<file path="config.mk">
export PLATFORM = sky130hd
export DESIGN_NAME = fifo_rd_drain_flat
export DESIGN_NICKNAME = d
export VERILOG_FILES = /design/src/rtl/fifo_rd_drain_if.sv /design/src/rtl/fifo_rd_drain.sv /design/src/flat_wrapper.sv
export SDC_FILE = /design/constraint.sdc
export NUM_CORES = 1
export LEC_CHECK = 0
export BUFFER_PORTS_ARGS = -buffer_cell sky130_fd_sc_hd__buf_2
export CORE_AREA = 2 2 48 50
export CTS_CLUSTER_SIZE = 24
export DETAILED_ROUTE_END_ITERATION = 7
export DIE_AREA = 0 0 50 52
export PLACE_DENSITY = 0.77
export SYNTH_ARGS = -nofsm -noshare
export SYNTH_HDL_FRONTEND = slang
export SYNTH_SLANG_ARGS = --single-unit
</file>
<file path="constraint.sdc">
create_clock -name rdclk -period 6.3 [get_ports rdclk]
set_input_delay 1.26 -clock rdclk [delete_from_list [all_inputs] [get_ports rdclk]]
set_output_delay 1.26 -clock rdclk [all_outputs]
set_load 0.02 [all_outputs]
</file>
<file path="src/rtl/fifo_rd_drain_if.sv">
// Bundle of the FIFO read port, the drain control and the output stream
// for fifo_rd_drain. The master modport is the drain block itself; the
// slave modport is its environment (the FIFO read side plus the stream sink).
// FIFO_POP_CNT_EN adds the pop_count signal and its CNT_W parameter.
interface fifo_rd_drain_if #(
  parameter int WIDTH = 8
`ifdef FIFO_POP_CNT_EN
  , parameter int CNT_W = 16
`endif
);

  logic             empty;
  logic [WIDTH-1:0] data_out;
  logic             pop;
  logic             drain_en;
  logic             s_valid;
  logic [WIDTH-1:0] s_data;
  logic             s_ready;
  logic             busy;
`ifdef FIFO_POP_CNT_EN
  logic [CNT_W-1:0] pop_count;
`endif

  modport master (
    input  empty, data_out, drain_en, s_ready,
    output pop, s_valid, s_data, busy
`ifdef FIFO_POP_CNT_EN
    , output pop_count
`endif
  );

  modport slave (
    output empty, data_out, drain_en, s_ready,
    input  pop, s_valid, s_data, busy
`ifdef FIFO_POP_CNT_EN
    , input pop_count
`endif
  );

endinterface

</file>
<file path="src/rtl/fifo_rd_drain.sv">
// fifo_rd_drain: read-side consumer of the async FIFO in the rdclk domain.
// Pops the FIFO while it is non-empty and there is room for the word, and
// replays the words on a valid/ready stream at up to one word per cycle.
// The FIFO read latency (RD_LAT, 1 or 2) is hidden by a skid buffer of
// RD_LAT+1 entries; a valid-bit pipe tracks words popped but not yet
// returned by the FIFO. s_data always comes from a register, never from
// data_out directly.
// Optional feature macro: FIFO_POP_CNT_EN adds a wrapping CNT_W-bit pop
// counter on pop_count; without it the counter and port do not exist.
module fifo_rd_drain #(
  parameter int WIDTH  = 8,
  parameter int RD_LAT = 1
`ifdef FIFO_POP_CNT_EN
  , parameter int CNT_W = 16
`endif
) (
  input  logic            rdclk,
  input  logic            rd_rst,
  fifo_rd_drain_if.master bus
);

  localparam int BUF_DEPTH = RD_LAT + 1;
  localparam int PTR_W     = (BUF_DEPTH > 1) ? $clog2(BUF_DEPTH) : 1;
  localparam int OCC_W     = $clog2(BUF_DEPTH + 1);

  logic [WIDTH-1:0]  mem_q [BUF_DEPTH];
  logic [PTR_W-1:0]  headPtr_q, headPtr_d;
  logic [PTR_W-1:0]  tailPtr_q, tailPtr_d;
  logic [OCC_W-1:0]  occ_q, occ_d;
  logic [RD_LAT-1:0] inflight_q, inflight_d;
  logic              capture;
  logic              deq;
  logic              sValid;
  logic              popReq;
  int                pending;

`ifdef FIFO_POP_CNT_EN
  logic [CNT_W-1:0]  popCnt_q, popCnt_d;
`endif

  // Circular pointer advance, wrapping at the last buffer entry.
  function automatic logic [PTR_W-1:0] nextPtr(input logic [PTR_W-1:0] ptr);
    return (ptr == PTR_W'(BUF_DEPTH - 1)) ? '0 : ptr + 1'b1;
  endfunction

  // Pop decision and next-state for pointers, occupancy and the in-flight pipe.
  always_comb begin
    sValid     = (occ_q != '0);
    deq        = sValid & bus.s_ready;
    capture    = inflight_q[RD_LAT-1];
    pending    = int'(occ_q) + $countones(inflight_q) - int'(deq);
    popReq     = !rd_rst & !bus.empty & bus.drain_en & (pending < BUF_DEPTH);
    inflight_d = (inflight_q << 1) | RD_LAT'(popReq);
    tailPtr_d  = capture ? nextPtr(tailPtr_q) : tailPtr_q;
    headPtr_d  = deq ? nextPtr(headPtr_q) : headPtr_q;
    occ_d      = occ_q;
    if (capture && !deq) begin
      occ_d = occ_q + 1'b1;
    end else if (!capture && deq) begin
      occ_d = occ_q - 1'b1;
    end
  end

  // Skid buffer storage and control registers; reset flushes everything in flight.
  always_ff @(posedge rdclk or posedge rd_rst) begin
    if (rd_rst) begin
      headPtr_q  <= '0;
      tailPtr_q  <= '0;
      occ_q      <= '0;
      inflight_q <= '0;
      for (int i = 0; i < BUF_DEPTH; i++) begin
        mem_q[i] <= '0;
      end
    end else begin
      headPtr_q  <= headPtr_d;
      tailPtr_q  <= tailPtr_d;
      occ_q      <= occ_d;
      inflight_q <= inflight_d;
      if (capture) begin
        mem_q[tailPtr_q] <= bus.data_out;
      end
    end
  end

`ifdef FIFO_POP_CNT_EN
  // Next value of the free-running pop counter; wraps naturally at 2^CNT_W.
  always_comb begin
    popCnt_d = popCnt_q + CNT_W'(popReq);
  end

  // Pop counter register.
  always_ff @(posedge rdclk or posedge rd_rst) begin
    if (rd_rst) begin
      popCnt_q <= '0;
    end else begin
      popCnt_q <= popCnt_d;
    end
  end

  assign bus.pop_count = popCnt_q;
`endif

  assign bus.pop     = popReq;
  assign bus.s_valid = sValid;
  assign bus.s_data  = mem_q[headPtr_q];
  assign bus.busy    = sValid | (inflight_q != '0);

  // The room check guarantees a returning word always finds a free entry.
  a_noOverflow : assert property (@(posedge rdclk) disable iff (rd_rst)
    capture |-> (occ_q != OCC_W'(BUF_DEPTH)));

  // The block must never strobe an empty FIFO.
  a_noUnderflow : assert property (@(posedge rdclk) disable iff (rd_rst)
    popReq |-> !bus.empty);

endmodule
</file>
<file path="src/flat_wrapper.sv">
// flat-port wrapper written by rule: the top's interface ports become plain ports
module fifo_rd_drain_flat 
#(
  parameter int WIDTH  = 8,
  parameter int RD_LAT = 1

)
  (rdclk, rd_rst, bus_empty, bus_data_out, bus_drain_en, bus_s_ready, bus_pop, bus_s_valid, bus_s_data, bus_busy);
  fifo_rd_drain_if #(.WIDTH(WIDTH)) bus_i ();
  input  logic rdclk;
  input  logic rd_rst;
  input wire logic [$bits(bus_i.empty)-1:0] bus_empty;
  input wire logic [$bits(bus_i.data_out)-1:0] bus_data_out;
  input wire logic [$bits(bus_i.drain_en)-1:0] bus_drain_en;
  input wire logic [$bits(bus_i.s_ready)-1:0] bus_s_ready;
  output wire logic [$bits(bus_i.pop)-1:0] bus_pop;
  output wire logic [$bits(bus_i.s_valid)-1:0] bus_s_valid;
  output wire logic [$bits(bus_i.s_data)-1:0] bus_s_data;
  output wire logic [$bits(bus_i.busy)-1:0] bus_busy;
  assign bus_i.empty = bus_empty;
  assign bus_i.data_out = bus_data_out;
  assign bus_i.drain_en = bus_drain_en;
  assign bus_i.s_ready = bus_s_ready;
  assign bus_pop = bus_i.pop;
  assign bus_s_valid = bus_i.s_valid;
  assign bus_s_data = bus_i.s_data;
  assign bus_busy = bus_i.busy;
  fifo_rd_drain #(.WIDTH(WIDTH), .RD_LAT(RD_LAT)) u_core (.rdclk(rdclk), .rd_rst(rd_rst), .bus(bus_i));
endmodule
</file>
# Yosys cells after proc, flatten, opt, wreduce, memory -nomap -nowiden
# Index checks and enable logic that the tools add are counted.
word_totals:
  ff_bits: 21
  input_bits: 13
  output_inout_bits: 11
  elab_cells: 42
classes:
  n_addsub: 6
  n_lt_le_gt_ge: 4
  n_mux: 10
  bitwise: 7
  reduce_logical: 9
ops:
  columns: ["op", "n"]
  rows:
  - ["less-than comparator 32 x 3 -> 1 bit, second input constant", 1]
  - ["2-to-1 mux 8 bit", 4]
  - ["subtractor 32 x 2 -> 32 bit", 1]
  - ["bitwise mux 16 bit", 1]
  - ["demux 8 bit (select 1 bit)", 1]
  - ["bitwise AND 1 bit", 4]
  - [">= comparator 2 bit, second input constant", 2]
  - ["logical NOT 1 bit", 4]
  - ["2-to-1 mux 2 bit", 2]
  - ["NOT 1 -> 2 bit", 2]
  - ["nonzero test 2 bit", 2]
  - ["adder 2 x 1 -> 3 bit", 1]
  - ["logical AND 1 bit", 3]
  - ["adder 1 bit, second input constant", 2]
  - ["adder 2 x 1 -> 2 bit, second input constant", 1]
  - ["less-than comparator 2 x 1 -> 1 bit, second input constant", 1]
  - ["2-to-1 mux 1 bit", 2]
  - ["subtractor 2 x 1 -> 2 bit, second input constant", 1]
  - ["OR 1 bit", 1]

# Longest topological paths before layout
# Gate-level depths: netlist of run 1.
depth:
  word_depth: 6
  depth_mapped: 9
  depth_no_buf: 9

# Worst setup path after synthesis of run 1
# Ideal clock, no wire load.
synth_timing:
  path_type: "in2out"
  from: "in bus_s_ready"
  to: "out bus_pop"
  arrival_ns: 2.293
  required_time_ns: 5.040
  setup_slack_ns: 2.747
  stages: 7
  n_path_buf: 0
  cell_sequence: "o21ai_2 nor2_1 ha_1 ha_1 nand2b_1 o211ai_1 and3_1"
synth_between:
  elab_chain_len: 4
synth_lines:
  columns: ["item", "line", "source"]
  rows:
  - ["from (decl)", "flat_wrapper.sv:15", "input wire logic [$bits(bus_i.s_ready)-1:0] bus_s_ready;"]
  - ["bitwise AND 1 bit", "fifo_rd_drain.sv:49", "deq = sValid & bus.s_ready;"]
  - ["subtractor 32 x 2 -> 32 bit", "fifo_rd_drain.sv:51", "pending = int'(occ_q) + $countones(inflight_q) - int'(deq);"]
  - ["less-than comparator 32 x 3 -> 1 bit", "fifo_rd_drain.sv:52", "popReq = !rd_rst & !bus.empty & bus.drain_en & (pending < BUF_DEPTH);"]
  - ["bitwise AND 1 bit", "fifo_rd_drain.sv:52", null]
  - ["to (decl)", "flat_wrapper.sv:16", "output wire logic [$bits(bus_i.pop)-1:0] bus_pop;"]
# Every way passes these cells.

# Final worst setup path of run 1
# Same ends and word-level chain as after synthesis.

==> flow_summary_export.csv, run 1 <==
group,metric,value,unit
run_status,outcome,"finished, final reports clean",
grt,grt_pass1_wl,2994,µm
timing,drv_slew,0,
timing,finalSetupViolations,0,
synthesis,seq_area_frac_synth,48.33,%
timing,setup_tns,0,ns
placement,io_buffers,23,
timing,hold_ws,0.5133,ns
worst_setup_path,critPathCaptureType,"primary output",
cts,tritoncts,"built",
placement,place_inst,126,
finish,drive_gt1_share,52.94,%
floorplanning,chipHeight,52,µm
worst_setup_path,crit_buf_inv,2,
worst_setup_path,crit_type,"input port to primary output",
cts,clockBufferDepth,2,
synthesis,synth_area_per_cell,14.12,µm²
synthesis,syn_inst,77,
worst_setup_path,slowest_stage,"ha_1",
routing,viasPerCell,5.092,
routing,dr_total_vias,662,
floorplanning,die_w,50,µm
finish,fin_cells,130,
synthesis,ys_seq_elements,21,
worst_hold_path,min_path_type,"register to register",
cts,insertion_delay,0.31,ns
synthesis,synth_area_leaders,"dfrtp_1, mux2_2, mux2_4",
worst_setup_path,cp_data_arrival_time,2.55,ns
flow_run,max_cap_violations,0,
synthesis,yosys.area.top_type_share,48.33,%
grt,antenna_found_initial,0,
synthesis,ys_types,19,
timing,grt_setup_unrepaired,"no",
cts,clock-root-buffer,"clkbuf_4",
worst_setup_path,cpPeakStageDelay,0.21,ns
worst_setup_path,start_kind,"input port",
worst_setup_path,cp.required,5.04,ns
routing,final_antenna_net_count,0,
synthesis,synth_area_leader_cell,"dfrtp_1",
timing,fmax,262.4,MHz
timing,finalHoldViolations,0,
pwr,powerDensity,506.2,mW/mm²
finish,layout.nets,124,
cts,post_cts_resized,0,
finish,syn_to_final_growth,14.84,%
cts,numCtsBuffers,3,
floorplanning,io_pins,24,
floorplanning,die-area,0.002600,mm²
timing,worstMarginPinSlew,0.7636,ns
pwr,p_leak,0.6186,nW
floorplanning,start_util,51.63,%
routing,drt_iter0_drc,0,
grt,grtUsageTotal,15.84,%
routing,drt-wirelength-per-cell,13.55,µm
timing,period_share,60.48,%
grt,grt.overflow.total,0,
timing,slew_headroom,49.04,%
synthesis,synth_nets,98,
routing,finalWirelength,1762,µm
floorplanning,row_count,17,
worst_setup_path,cp_top_family,"simple AND/OR/NAND/NOR gates",
placement,place_congestion,0.6718,
cts,path_clk_slew,0.12,ns
worst_setup_path,crit_fanout,4,
grt,grt_pass1_vias,663,
routing,drtPass1Iterations,1,
cts,clock_sinks,21,
synthesis,synthesis.area,0.001087,mm²
pwr,peakVddDrop,0.0002319,V
floorplanning,core,0.002106,mm²
timing,skew,0.004995,ns
placement,hpwlAfterDp,1337,µm
grt,grt_max_degree,22,
timing,period_needed,3.810,ns
finish,postLayoutCoreUtil,59.30,%
cts,postCtsSetupRepairBufs,0,
cts,cts_hold_buf,0,
cts,htree_levels,1,
finish,diodes,0,
routing,drc,0,
worst_setup_path,crit_chain,"buf_2, o21ai_2, nor2_1, ha_1, ha_1, nand2b_1, o211ai_1, and3_1, buf_2",
synthesis,yosysWarnings,0,
## cells in the final DEF (no fill, tap or decap), drive strengths merged, types with 2 or more instances in the layout
cell    netlist  final
dfrtp        21     21
mux2         24     24
ha            7      7
nand2b        3      3
clkbuf        0      3
xor2          2      2
buf           2     23
nor2          2      2
inv           5      5
xnor2         3      3
## cell usage after synthesis, drive strengths merged
library cell / count
nand2b: 3
xor2: 2
dfrtp: 21
o211ai: 1
nor3b: 1
fa: 1
or2: 1
o21ai: 1
inv: 5
nand2: 1
xnor2: 3
buf: 2
mux2: 24
or3: 1
and3: 1
nor2: 2
ha: 7
## cell type report
type                            count  area (µm²)
Fill cell                         172       857.1
Multi-Input combinational cell     49       526.8
Sequential cell                    21       525.5
Timing Repair Buffer               23       115.1
Tap cell                           28       35.03
Clock buffer                        3       22.52
Inverter                            5       18.77
Clock inverter                      1       5.005
## logic make-up (layout without fill, tap and decap cells)
logic type / after synthesis / after routing / share of synthesized area [%]
AO/OA/AOI/OAI: 2 / 2 / 1.496
AND/OR/NAND/NOR: 10 / 10 / 5.411
multiplexers: 24 / 24 / 27.62
XOR/XNOR: 5 / 5 / 4.028
adder cells (fa/ha/maj): 8 / 8 / 9.896
flip-flops: 21 / 21 / 48.33
buffers and inverters: 7 / 32 / 3.222
## routing by layer
layer / up-vias / share of wire [%] / GRT usage, %
met3: 4 / 2.8 / 1.724
met2: 12 / 55 / 28.95
met4: 0 / 1.8 / 8.333
li1: 309 / - / -
met5: - / 0 / 0
met1: 337 / 40 / 18.13
## state kept, by name, summed over array words and instances (netlist names)
signal,count
u_core.tailPtr_q,1
u_core.mem_q,16
u_core.headPtr_q,1
u_core.capture,1
u_core.occ_q,2
## where the power goes
part / total, mW / internal, mW / switching (mW)
Clock: 0.0653 / 0.0237 / 0.0416
Sequential: 0.259 / 0.202 / 0.0568
Combinational: 0.308 / 0.166 / 0.142
Total: 0.632 / 0.391 / 0.241
## stage by stage
step	setup slack [ns]	instance area (µm²)	total power, mW
2_1_floorplan	2.747	1087	0.4933
3_3_place_gp	2.564	1221	0.5589
3_5_place_dp	2.474	1221	0.5743
4_1_cts	2.469	1249	0.6388
5_1_grt	2.396	1249	0.6788
6_report	2.490	1249	0.6320
## path summary, 6_finish.rpt
path / start / end / slack, ns / cells past startpoint
max in group asynchronous: rd_rst / u_core.mem_q[4] / 4.74 / 2
hold / removal: u_core.mem_q[3] / u_core.mem_q[3] / 0.51 / 1
setup / recovery: bus_s_ready / bus_pop / 2.49 / 9
hold reg to reg: u_core.mem_q[3] / u_core.mem_q[3] / 0.51 / 1
setup reg to reg: u_core.occ_q[0] / u_core.capture / 4.29 / 9
min in group asynchronous: rd_rst / u_core.headPtr_q / 1.08 / 2
(Power assumes the default switching activity.)
==> run 2, diff against run 1 <==
--- a/config.mk
+++ b/config.mk
@@ -6,11 +6,11 @@
 export NUM_CORES = 1
 export LEC_CHECK = 0
 export BUFFER_PORTS_ARGS = -buffer_cell sky130_fd_sc_hd__buf_2
-export CORE_AREA = 2 2 48 50
+export CORE_AREA = 2 2 52 54
 export CTS_CLUSTER_SIZE = 24
 export DETAILED_ROUTE_END_ITERATION = 7
-export DIE_AREA = 0 0 50 52
-export PLACE_DENSITY = 0.77
+export DIE_AREA = 0 0 54 56
+export PLACE_DENSITY = 0.69
 export SYNTH_ARGS = -nofsm -noshare
 export SYNTH_HDL_FRONTEND = slang
 export SYNTH_SLANG_ARGS = --single-unit
==> constraint.sdc (replaced) <==
create_clock -name rdclk -period 3.4 [get_ports rdclk]
set_input_delay 0.68 -clock rdclk [delete_from_list [all_inputs] [get_ports rdclk]]
set_output_delay 0.68 -clock rdclk [all_outputs]
set_load 0.02 [all_outputs]
==> run 2 against run 1 <==
Sequential power is 83% higher. Largest power group unchanged. Worst setup slack worse by 2.1 ns. Clock-buffer cell count did not move. Clock power grew 79%. Largest cell class unchanged.
==> flow_summary_export.csv, run 2 (synthesis results as in run 1) <==
group,metric,value,unit
run_status,outcome,"finished, final reports clean",
finish,fin_cells,132,
worst_setup_path,cp_data_arrival_time,2.31,ns
finish,largest_register_ffs,16,
floorplanning,die_w,54,µm
worst_setup_path,slowest_stage,"dfrtp_1",
finish,diodes,0,
cts,insertion_delay,0.30,ns
worst_setup_path,crit_fanout,6,
finish,multi_input_area,526.8,µm²
cts,clockBufferDepth,2,
finish,layout.nets,124,
grt,grt_pass1_wl,3098,µm
timing,period_share,87.91,%
timing,drv_slew,0,
grt,antenna_found_initial,0,
worst_setup_path,critPathCaptureType,"primary output",
placement,place_inst,128,
timing,finalSetupViolations,0,
worst_setup_path,cpPeakStageDelay,0.49,ns
timing,grt_setup_unrepaired,"no",
placement,io_buffers,23,
worst_setup_path,crit_type,"register to primary output",
worst_setup_path,crit_chain,"ha_1, inv_1, ha_1, inv_1, ha_1, ha_1, nand2b_1, o211ai_1, and3_1, buf_2",
finish,layout.area.seq,525.5,µm²
routing,final_antenna_net_count,0,
floorplanning,row_count,18,
grt,grt.overflow.total,0,
cts,numCtsBuffers,3,
routing,drc,0,
routing,drt_iter0_drc,8,
timing,period_needed,2.989,ns
worst_setup_path,cp_top_family,"adder cells",
cts,postCtsSetupRepairBufs,0,
timing,slew_headroom,47.49,%
finish,drive_gt1_share,52.94,%
timing,finalHoldViolations,0,
routing,drtPass1Iterations,2,
worst_setup_path,cp.required,2.72,ns
routing,dr_total_vias,655,
worst_hold_path,min_path_type,"input port to asynchronous set/reset pin",
floorplanning,chipHeight,56,µm
cts,clock-root-buffer,"clkbuf_4",
placement,hpwlAfterDp,1355,µm
pwr,p_leak,0.6186,nW
cts,cts_hold_buf,0,
timing,setup_tns,0,ns
flow_run,max_cap_violations,0,
finish,final_cell_mix,"buf_2, dfrtp_1, mux2_2",
grt,grt_pass1_vias,683,
cts,post_cts_resized,0,
cts,htree_levels,1,
worst_setup_path,start_kind,"register",
pwr,peakVddDrop,0.0004820,V
floorplanning,die-area,0.003024,mm²
finish,top_regs,"u_core.mem_q: 16 flops, u_core.occ_q: 2 flops",
grt,grt_max_degree,22,
cts,path_clk_slew,0.12,ns
floorplanning,core,0.002432,mm²
timing,fmax,334.6,MHz
floorplanning,io_pins,24,
finish,regMostFlops,"u_core.mem_q",
placement,place_congestion,0.7025,
pwr,power.total,1.172,mW
routing,viasPerCell,4.962,
cts,clock_sinks,21,
routing,drt-wirelength-per-cell,13.70,µm
grt,grtUsageTotal,13.72,%
finish,syn_to_final_growth,15.07,%
cts,tritoncts,"built",
routing,finalWirelength,1809,µm
pwr,powerDensity,936.6,mW/mm²
worst_setup_path,path_common_cell,"ha_1",
finish,final_common_cell,"buf_2",
timing,worstMarginPinSlew,0.7867,ns
finish,final.fill_count,213,
timing,skew,0.008493,ns
worst_setup_path,crit_buf_inv,3,
floorplanning,start_util,44.70,%
-- run 2: stage by stage --
step	setup slack (ns)	hold slack [ns]	area [µm²]	util, %
after CTS	0.3797	0.5143	1251	51.44
after global routing	0.1682	0.5355	1251	51.44
after floorplan	0.9041	0.4729	1087	-
final	0.4112	0.5135	1251	51.44
after detailed placement	0.7306	0.4895	1224	50.31
after global placement	0.7825	0.4807	1224	50.31
-- run 2: path summary, 6_finish.rpt --
check / from / to / slack (ns) / cells past startpoint
max in group asynchronous: rd_rst / u_core.mem_q[9] / 2.39 / 2
setup / recovery: u_core.capture / bus_pop / 0.41 / 10
hold reg to reg: u_core.mem_q[2] / u_core.mem_q[2] / 0.52 / 1
min in group rdclk: u_core.mem_q[2] / u_core.mem_q[2] / 0.52 / 1
setup reg to reg: u_core.capture / u_core.capture / 1.49 / 9
hold / removal: rd_rst / u_core.mem_q[13] / 0.51 / 2
-- run 2: metal layers --
layer / global-route usage (%) / routed length, µm / share of wire (%)
met5: 0 / 0 / 0
met2: 23.17 / 864 / 48
met4: 2.143 / 15 / 0.83
met3: 6.183 / 138 / 7.6
met1: 15.92 / 790 / 44
-- run 2: power by group --
part	switching, mW	internal, mW
logic	0.273	0.309
registers	0.100	0.374
clock network	0.0728	0.0439
total	0.445	0.726
-- run 2: area by class of cell --
cell class / instances / area share, %
inverter: 5 / 1.500
timing repair buffer: 23 / 9.200
clock buffer: 3 / 1.800
multi-input combinational: 49 / 42.10
sequential: 21 / 42.00
clock inverter: 1 / 0.4000
tap: 30 / 3.000
